--- src/rtl/rssb_pkg.sv ---
// -----------------------------------------------------------------------------
// rssb_pkg
// Shared types and constants for the RSSB boot loader.
//   state_t            : loader frame-sequencer states
//   ADDR_PC/ACC/ZERO   : memory-mapped core registers at the bottom of memory;
//                        the loader never writes them
//   BASE_ADDR_DEFAULT  : first address the program image is written to
//   is_alias_addr()    : true for an address that aliases a core register
// Optional feature macro used by the loader: RSSB_BOOT_CHECKSUM_EN.
// -----------------------------------------------------------------------------
package rssb_pkg;

  typedef enum logic [2:0] {
    ST_LEN   = 3'd0,
    ST_LOAD  = 3'd1,
    ST_CSUM  = 3'd2,
    ST_DONE  = 3'd3,
    ST_ERROR = 3'd4
  } state_t;

  localparam int unsigned ADDR_PC           = 32'd0;
  localparam int unsigned ADDR_ACC          = 32'd1;
  localparam int unsigned ADDR_ZERO         = 32'd2;
  localparam int unsigned BASE_ADDR_DEFAULT = 32'd3;

  // An address that overlaps the core's PC, accumulator or zero register.
  function automatic logic is_alias_addr(input int unsigned addr);
    return (addr == ADDR_PC) || (addr == ADDR_ACC) || (addr == ADDR_ZERO);
  endfunction

endpackage

--- src/rtl/rssb_load_counter.sv ---
// -----------------------------------------------------------------------------
// rssb_load_counter
// Write-address and remaining-byte counters for the boot loader.
//   clock, reset : system clock, asynchronous active-high reset
//   i_load       : start of frame; address <= BASE_ADDR, remaining <= i_len
//   i_len        : frame length byte
//   i_step       : one payload byte written; address++, remaining--
//   o_addr       : address for the next payload byte
//   o_last       : the next payload byte is the final one of the frame
//                  (remaining count reaches zero after this step)
// -----------------------------------------------------------------------------
module rssb_load_counter #(
  parameter int ADDR_W    = 8,
  parameter int CNT_W     = 8,
  parameter int BASE_ADDR = 3
) (
  input  logic              clock,
  input  logic              reset,
  input  logic              i_load,
  input  logic [CNT_W-1:0]  i_len,
  input  logic              i_step,
  output logic [ADDR_W-1:0] o_addr,
  output logic              o_last
);

  logic [ADDR_W-1:0] r_addr;
  logic [CNT_W-1:0]  r_remaining;

  // Address / remaining-count registers: load at frame start, step per payload byte.
  always_ff @(posedge clock or posedge reset) begin
    if (reset) begin
      r_addr      <= {ADDR_W{1'b0}};
      r_remaining <= {CNT_W{1'b0}};
    end else if (i_load) begin
      r_addr      <= ADDR_W'(BASE_ADDR);
      r_remaining <= i_len;
    end else if (i_step) begin
      // Increment after the last legal address (all ones) wraps, but the
      // frame is finished by then so the wrapped value is never used.
      r_addr      <= r_addr + {{(ADDR_W-1){1'b0}}, 1'b1};
      r_remaining <= r_remaining - {{(CNT_W-1){1'b0}}, 1'b1};
    end else begin
      r_addr      <= r_addr;
      r_remaining <= r_remaining;
    end
  end

  assign o_addr = r_addr;
  assign o_last = (r_remaining == {{(CNT_W-1){1'b0}}, 1'b1});

endmodule

--- src/rtl/rssb_boot_loader.sv ---
// -----------------------------------------------------------------------------
// rssb_boot_loader
// Receives a length-prefixed byte frame over valid/ready and writes the
// payload into the core's unified memory starting at BASE_ADDR, holding the
// core in reset until the whole image is in place.
//
// Ports:
//   clock, reset          : system clock, asynchronous active-high reset
//   in_valid/in_data      : upstream byte stream
//   in_ready              : loader accepts a byte this cycle (LEN/LOAD/CSUM)
//   reload                : single-cycle pulse, restarts from DONE or ERROR
//   mem_we/addr/data      : registered memory write port, one cycle per byte
//   cpu_reset             : core reset, low only in DONE
//   done / error          : image loaded / load aborted
//
// Optional feature: define RSSB_BOOT_CHECKSUM_EN to expect a trailing checksum
// byte C after the payload; the frame is accepted only when
// (sum(payload) + C) mod 2^DATA_W == 0. C is never written to memory.
// -----------------------------------------------------------------------------
module rssb_boot_loader
  import rssb_pkg::*;
#(
  parameter int ADDR_W    = 8,
  parameter int DATA_W    = 8,
  parameter int BASE_ADDR = BASE_ADDR_DEFAULT
) (
  input  logic              clock,
  input  logic              reset,
  input  logic              in_valid,
  input  logic [DATA_W-1:0] in_data,
  output logic              in_ready,
  input  logic              reload,
  output logic              mem_we,
  output logic [ADDR_W-1:0] mem_addr,
  output logic [DATA_W-1:0] mem_data,
  output logic              cpu_reset,
  output logic              done,
  output logic              error
);

  // Largest payload that fits between BASE_ADDR and the top of memory.
  localparam logic [31:0] MAX_LEN = 32'((32'd1 << ADDR_W) - 32'(BASE_ADDR));

`ifdef RSSB_BOOT_CHECKSUM_EN
  localparam state_t ST_AFTER_PAYLOAD = ST_CSUM;
`else
  localparam state_t ST_AFTER_PAYLOAD = ST_DONE;
`endif

  state_t            r_state;
  logic              r_mem_we;
  logic [ADDR_W-1:0] r_mem_addr;
  logic [DATA_W-1:0] r_mem_data;
`ifdef RSSB_BOOT_CHECKSUM_EN
  logic [DATA_W-1:0] r_sum;
  logic [DATA_W-1:0] w_csum_total;
`endif

  logic              w_xfer;
  logic              w_len_zero;
  logic              w_len_over;
  logic              w_load;
  logic              w_step;
  logic [ADDR_W-1:0] w_addr;
  logic              w_last;

  assign w_xfer     = in_valid && in_ready;
  assign w_len_zero = (in_data == {DATA_W{1'b0}});
  assign w_len_over = (32'(in_data) > MAX_LEN);
  assign w_load     = w_xfer && (r_state == ST_LEN);
  assign w_step     = w_xfer && (r_state == ST_LOAD);
`ifdef RSSB_BOOT_CHECKSUM_EN
  assign w_csum_total = r_sum + in_data;
`endif

  rssb_load_counter #(
    .ADDR_W    (ADDR_W),
    .CNT_W     (DATA_W),
    .BASE_ADDR (BASE_ADDR)
  ) u_load_counter (
    .clock  (clock),
    .reset  (reset),
    .i_load (w_load),
    .i_len  (in_data),
    .i_step (w_step),
    .o_addr (w_addr),
    .o_last (w_last)
  );

  // Frame sequencer: state, registered write port and running checksum.
  always_ff @(posedge clock or posedge reset) begin
    if (reset) begin
      r_state    <= ST_LEN;
      r_mem_we   <= 1'b0;
      r_mem_addr <= {ADDR_W{1'b0}};
      r_mem_data <= {DATA_W{1'b0}};
`ifdef RSSB_BOOT_CHECKSUM_EN
      r_sum      <= {DATA_W{1'b0}};
`endif
    end else begin
      // Write strobe lasts exactly one cycle per accepted payload byte.
      r_mem_we <= 1'b0;
      case (r_state)
        ST_LEN: begin
          if (w_xfer) begin
`ifdef RSSB_BOOT_CHECKSUM_EN
            r_sum <= {DATA_W{1'b0}};
`endif
            if (w_len_over) begin
              r_state <= ST_ERROR;
            end else if (w_len_zero) begin
              r_state <= ST_AFTER_PAYLOAD;
            end else begin
              r_state <= ST_LOAD;
            end
          end else begin
            r_state <= ST_LEN;
          end
        end
        ST_LOAD: begin
          if (w_xfer) begin
            r_mem_we   <= 1'b1;
            r_mem_addr <= w_addr;
            r_mem_data <= in_data;
`ifdef RSSB_BOOT_CHECKSUM_EN
            r_sum      <= w_csum_total;
`endif
            // DONE is entered on the same edge that launches the final
            // write, so the core cannot fetch before that write lands.
            if (w_last) begin
              r_state <= ST_AFTER_PAYLOAD;
            end else begin
              r_state <= ST_LOAD;
            end
          end else begin
            r_state <= ST_LOAD;
          end
        end
`ifdef RSSB_BOOT_CHECKSUM_EN
        ST_CSUM: begin
          if (w_xfer) begin
            if (w_csum_total == {DATA_W{1'b0}}) begin
              r_state <= ST_DONE;
            end else begin
              r_state <= ST_ERROR;
            end
          end else begin
            r_state <= ST_CSUM;
          end
        end
`endif
        ST_DONE: begin
          if (reload) begin
            r_state <= ST_LEN;
          end else begin
            r_state <= ST_DONE;
          end
        end
        ST_ERROR: begin
          if (reload) begin
            r_state <= ST_LEN;
          end else begin
            r_state <= ST_ERROR;
          end
        end
        // Any unreachable encoding parks the loader with the core held in reset.
        default: begin
          r_state <= ST_ERROR;
        end
      endcase
    end
  end

  // Status outputs come straight from the state register so they cannot glitch.
  assign in_ready  = (r_state == ST_LEN) || (r_state == ST_LOAD)
`ifdef RSSB_BOOT_CHECKSUM_EN
                     || (r_state == ST_CSUM)
`endif
                     ;
  assign cpu_reset = (r_state != ST_DONE);
  assign done      = (r_state == ST_DONE);
  assign error     = (r_state == ST_ERROR);

  assign mem_we   = r_mem_we;
  assign mem_addr = r_mem_addr;
  assign mem_data = r_mem_data;

endmodule

--- config.mk ---
export PLATFORM = sky130hd
export DESIGN_NAME = rssb_boot_loader
export DESIGN_NICKNAME = d
export VERILOG_FILES = /design/src/rtl/rssb_pkg.sv /design/src/rtl/rssb_load_counter.sv /design/src/rtl/rssb_boot_loader.sv
export SDC_FILE = /design/constraint.sdc
export NUM_CORES = 1
export LEC_CHECK = 0
export CORE_UTILIZATION = 46
export CTS_CLUSTER_DIAMETER = 150
export DETAILED_ROUTE_END_ITERATION = 6
export PLACE_DENSITY = 0.83
export SYNTH_ARGS = -nofsm -noshare
export SYNTH_HDL_FRONTEND = slang
export SYNTH_SLANG_ARGS = --single-unit
--- constraint.sdc ---
create_clock -name clock -period 1.55 [get_ports clock]
set_input_delay 0.3875 -clock clock [delete_from_list [all_inputs] [get_ports clock]]
set_output_delay 0.3875 -clock clock [all_outputs]
set_load 0.05 [all_outputs]
== Word level (Yosys, flattened, before mapping) ==
Cells that the tools add are included.

* Bits in registers: 36
* Bits in latches: 0
* RAM bits: 0
* ROM bits: 0
* Input port bits: 12
* Output and inout port bits: 21
* Word-level logic and storage cells: 36
* Memories kept: 0

* Add/sub/neg operators: 2
* $mul: 0
* Div/mod/pow operators: 0
* Magnitude comparators: 1
* Eq/ne operators: 5
* Shift-type cells: 0
* Multiplexer cells: 14
* Bitwise logic cells: 0
* Reduce and logical (&&, ||, !) cells: 8

{| class="wikitable"
|+ Operators with widths
! kind !! number
|-
| $mux 8 || 4
|-
| $mux 3 || 4
|-
| $pmux 3 s4 || 1
|-
| $add 8x1->8 const B || 1
|-
| $eq 8x1->1 const B || 1
|-
| $gt 8x8->1 const B || 1
|-
| $logic_not 8->1 || 1
|-
| $sub 8x1->8 const B || 1
|-
| $mux 2 || 3
|-
| $eq 3x1->1 const B || 1
|-
| $eq 3x2->1 const B || 1
|-
| $eq 3x3->1 const B || 1
|-
| $logic_and 1x1->1 || 3
|-
| $logic_not 3->1 || 1
|-
| $ne 3x2->1 const B || 1
|-
| $mux 1 || 2
|-
| $reduce_and 2->1 || 1
|-
| $reduce_bool 2->1 || 1
|-
| $logic_or 1x1->1 || 1
|}

== Longest topological paths before layout ==
* Word-level depth: 6
* Mapped depth: 6
* Depth with buffers taken out: 6

== Hierarchy ==
Synthesis repeated with hierarchy kept, for this count alone.

* Cell total of the unflattened synthesis: 151
* Area, all modules: 1695.4 µm²

{| class="wikitable"
|+ Modules (own cells, without submodules)
! module !! times used !! cells an instance !! area each (µm²)
|-
| rssb_boot_loader || 1 || 63 || 857.1
|-
| rssb_load_counter || 1 || 88 || 838.3
|}

== Worst setup path before layout ==
OpenSTA, ideal clock, no wires.

* Path kind: reg-to-reg
* Start point: register r_state[0]
* End point: register r_state[2]
* Arrival: 1.983 ns
* Path slack: -0.630 ns
* Cell stages (with the launch flop): 4
* Clock period less this slack: 2.180 ns
* Cell sequence: dfrtp_1 buf_2 nor3b_1 a221oi_1

{| class="wikitable"
|+ RTL lines
! item !! line !! text
|-
| start, declared || rssb_boot_loader.sv:50 || <nowiki>state_t r_state;</nowiki>
|-
| start signal, assigned || rssb_boot_loader.sv:93 || <nowiki>r_state <= ST_LEN;</nowiki>
|-
| start signal, assigned || rssb_boot_loader.sv:110 || <nowiki>r_state <= ST_ERROR;</nowiki>
|-
| start signal, assigned || rssb_boot_loader.sv:112 || <nowiki>r_state <= ST_AFTER_PAYLOAD;</nowiki>
|-
| $eq 3x3->1 || - ||
|-
| via error || rssb_boot_loader.sv:38 || <nowiki>output logic error</nowiki>
|-
| $pmux 3 s4 || rssb_boot_loader.sv:103 || <nowiki>case (r_state)</nowiki>
|}

The timed path passes the listed nets, and every way through them passes these cells.
A chain may end at the register's enable or synchronous reset.

== Worst setup path after layout ==
* Start point: register r_state[1]
* End point: register r_mem_addr[6], in the netlist mem_addr[6]

* Longest elaborated chain between the ends: 4

{| class="wikitable"
|+ RTL lines
! item !! line !! text
|-
| $eq 3x1->1 / $logic_not 3->1 (equally long branches) || rssb_boot_loader.sv:103, rssb_boot_loader.sv:175 ||
|-
| $logic_or 1x1->1 || rssb_boot_loader.sv:175 || <nowiki>assign in_ready = (r_state == ST_LEN) || (r_state == ST_LOAD)</nowiki>
|-
| $logic_and 1x1->1 || rssb_boot_loader.sv:67 || <nowiki>assign w_xfer = in_valid && in_ready;</nowiki>
|-
| $reduce_and 2->1 (no line) * || - ||
|-
| end signal, assigned || rssb_boot_loader.sv:95 || <nowiki>r_mem_addr <= {ADDR_W{1'b0}};</nowiki>
|-
| end signal, assigned || rssb_boot_loader.sv:123 || <nowiki>r_mem_addr <= w_addr;</nowiki>
|-
| end, declared || rssb_boot_loader.sv:52 || <nowiki>logic [ADDR_W-1:0] r_mem_addr;</nowiki>
|}

Every way passes the cells marked *; elsewhere a longest branch is shown, timed or not.

==> impl_metrics.json <==
{
  "status": "complete, but fails checks",
  "violations": "negative setup slack",
  "synth.top_cell.area_share_pct": 52.5,
  "buffer_ports.inserted": 32,
  "grt_pass1_wl_um": 7830,
  "yosysWarningCount": 0,
  "total_number_of_vias": 1622,
  "finalMaxSlewViolations": 0,
  "setup_crit_start_kind": "flop",
  "critical_path_class": "flop to flop",
  "die-height_um": 63.1,
  "grt_overflow_total": 0,
  "post-route-util_pct": 81.0,
  "yosysTopAreaCell": "sky130_fd_sc_hd__dfrtp_1",
  "ys_seq_elements": 36,
  "fill_cells": 183,
  "layout.nets": 238,
  "tightestPinTransition_ns": 0.358,
  "hold_violation_total_from_the_final_report": 0,
  "multi_input_comb_area_um2": 887,
  "clock_sinks": 36,
  "pwr_density_cell_mw_per_mm2": 1810,
  "areaGrowthSynthToFinish_pct": 62.5,
  "vias_per_cell": 6.03,
  "register_area_um2": 903,
  "die_area_mm2": 0.00398,
  "cap_violations": 0,
  "cts.clk_slew.worst_paths_ns": 0.07,
  "critPathMaxStageDelay_ns": 0.43,
  "first_global_vias": 1652,
  "postSynthCellCount": 159,
  "cts-root-buf": "sky130_fd_sc_hd__clkbuf_8",
  "highest_achievable_clock_rate_mhz": 591,
  "drt_drc_violations_left": 0,
  "dieWidth_um": 63.1,
  "synth.top_cells.by_count": "sky130_fd_sc_hd__dfrtp_1, sky130_fd_sc_hd__mux2_1, sky130_fd_sc_hd__nand2_1, sky130_fd_sc_hd__a21oi_1, sky130_fd_sc_hd__nand3_1",
  "postSynthAreaPerCell_um2": 10.8,
  "mappedNetlistNets": 174,
  "buffers_and_inverters_on_the_worst_path": 3,
  "antenna_found_initial": 0,
  "post-dp-hpwl_um": 3150,
  "arrival_ns": 1.86,
  "leakagePower_uw": 0.00127,
  "synth.area.top_cells": "sky130_fd_sc_hd__dfrtp_1, sky130_fd_sc_hd__mux2_1, sky130_fd_sc_hd__a21oi_1",
  "synth_edf_count": 0,
  "floorplan.initialDensity_pct": 49.9,
  "cts_buffers": 5,
  "post-layout-total-power_uw": 5050,
  "grt_max_degree": 37,
  "finalCriticalPeriod_ns": 1.69,
  "worst_path_dominant_cell_family": "buffers and inverters",
  "cts_tree": "done",
  "postRouteAntennaNets": 0,
  "place.gp.congestion": 0.785,
  "final.period_utilization_pct": 109,
  "diodes": 0,
  "grtUsageTotal_pct": 25.9,
  "max-vdd-ir-drop_uv": 1220,
  "max-slew-margin-rel_pct": 75.9,
  "io_pins": 33,
  "synth_sequential_area_ratio_pct": 52.5,
  "synth_cell_type_count": 36,
  "insertion_delay_ns": 0.30,
  "cp-end-kind": "flop",
  "ctsHoldBuffers": 0,
  "worstPathRequired_ns": 1.72,
  "cts_buffer_depth": 2,
  "dp_slack_ns": -0.471,
  "cp_slowest_cell": "sky130_fd_sc_hd__dfrtp_2",
  "avgRoutedWirePerCell_um": 20.3,
  "setup_viol": 25,
  "post_synthesis_cell_area_mm2": 0.00172,
  "timing.critical_path.mode_cell": "sky130_fd_sc_hd__buf_6",
  "detail_route.wirelength_um": 5470,
  "finalWorstSetupSlack_ns": -0.143,
  "ys_async_sr_fraction_pct": 100,
  "hold_class": "input port to async pin",
  "h_tree_levels": 2,
  "ys_dominant_reg_cell": "sky130_fd_sc_hd__dfrtp_1",
  "crit_fanout": 6,
  "drive_above_1_share_pct": 40.4,
  "core_mm2": 0.00344,
  "grt_setup_unrepaired": "yes",
  "synth_most_common_cell": "sky130_fd_sc_hd__dfrtp_1",
  "std_cell_rows": 21,
  "drt_iter0_drc": 203,
  "firstDrtPassIters": 4,
  "clock-skew-final_ns": 0.0103,
  "cp_cell_sequence": "buf_6 -> nor4bb_4 -> buf_6 -> clkbuf_16 -> mux2_1"
}
## cells in the final DEF, fill, tap and decap left out, types with 3 or more instances in the layout
master                            netlist  layout
sky130_fd_sc_hd__clkbuf_8               0       5
sky130_fd_sc_hd__mux2_1                12       7
sky130_fd_sc_hd__nand2_1               11      10
sky130_fd_sc_hd__and3_1                 3       3
sky130_fd_sc_hd__a21oi_1               10       9
sky130_fd_sc_hd__nor2_1                 6       5
sky130_fd_sc_hd__inv_1                  6       4
sky130_fd_sc_hd__buf_4                  2      22
sky130_fd_sc_hd__nor3_1                 4       3
sky130_fd_sc_hd__clkdlybuf4s50_1        0      10
sky130_fd_sc_hd__buf_12                 0      22
sky130_fd_sc_hd__nand3_1               10       7
sky130_fd_sc_hd__mux2i_1                4       4
sky130_fd_sc_hd__nand3_2                0       3
sky130_fd_sc_hd__mux2_4                 0       8
sky130_fd_sc_hd__o22ai_1                6       6
sky130_fd_sc_hd__buf_6                  1       6
sky130_fd_sc_hd__o21ai_1                6       6
sky130_fd_sc_hd__dfrtp_1               36      34
sky130_fd_sc_hd__nand4_1                5       5
## sequential cells by signal, summed over array words and instances (netlist names)
name / cells
mem_we: 1
u_load_counter.r_remaining: 8
u_load_counter.o_addr: 8
mem_data: 8
r_state: 3
mem_addr: 8
## report_power, final
| part | internal (uW) | switching, uW | total, uW |
|---|---|---|---|
| Clock | 305 | 328 | 634 |
| Sequential | 1260 | 455 | 1720 |
| Combinational | 1350 | 1340 | 2700 |
## worst min-delay path: cells and delay by family
| kind | cells | cell delay [ns] |
|---|---|---|
| buffers and inverters | 3 | 0.71 |
## layer usage
layer	up-vias	wire [um]	share of wire [%]	global-route usage, %
met2	105	2700	49	40.7
met4	0	244	4.5	16.0
met3	22	372	6.8	4.89
li1	707	-	-	-
met5	-	0	0	0
met1	788	2150	39	32.8
## cells by family (layout without fill, tap and decap cells)
group | after synthesis | count (layout) | synth area share [%]
buffers and inverters | 13 | 77 | 3.93
and+or+nand+nor | 52 | 52 | 16.3
adders and majority gates | 3 | 3 | 2.19
AOI/OAI and AO/OA | 34 | 34 | 11.7
xor gates and xnor gates | 1 | 1 | 0.510
DFF | 36 | 36 | 52.5
muxes | 20 | 20 | 12.8
## area by class of cell
class                           count  share of cell area [%]
Sequential cell                    36                    32.4
Multi-Input combinational cell    110                    31.8
Timing Repair Buffer               64                    30.0
Clock buffer                        6                    2.60
Tap cell                           46                    2.06
Inverter                            6                   0.942
Clock inverter                      1                   0.179
## path summary, 6_finish.rpt
check                                               from                  endpoint  slack, ns  depth (start not counted)
worst max-delay path                          r_state[1]               mem_addr[6]      -0.14                          5
worst min-delay path                               reset  u_load_counter.o_addr[3]       0.44                          3
worst max register to register                r_state[1]               mem_addr[6]      -0.14                          5
worst min register to register  u_load_counter.o_addr[7]  u_load_counter.o_addr[7]       0.50                          1
max in group asynchronous                          reset                r_state[2]       0.92                          3
min in group clock              u_load_counter.o_addr[7]  u_load_counter.o_addr[7]       0.50                          1
## per-stage QoR
stage               hold slack [ns]  cell area, um2  TNS (ns)  std cells
detailed placement            0.488            2450    -12.98        249
floorplan                     0.448            1740   -0.0142        159
finish                        0.442            2790     -2.53        269
CTS                           0.453            2630     -1.15        261
global route                  0.494            2790     -3.65        269
global placement              0.482            2450    -10.14        249
## timing repair
action | CTS | global route
buffers inserted | 5 | 4
pin swaps | 4 | 9
hold endpoints to repair | 0 | 0
gates cloned | 0 | 4
resized for setup | 17 | 19
setup endpoints to repair | 29 | 30
Power figures use the tool's default switching activity.
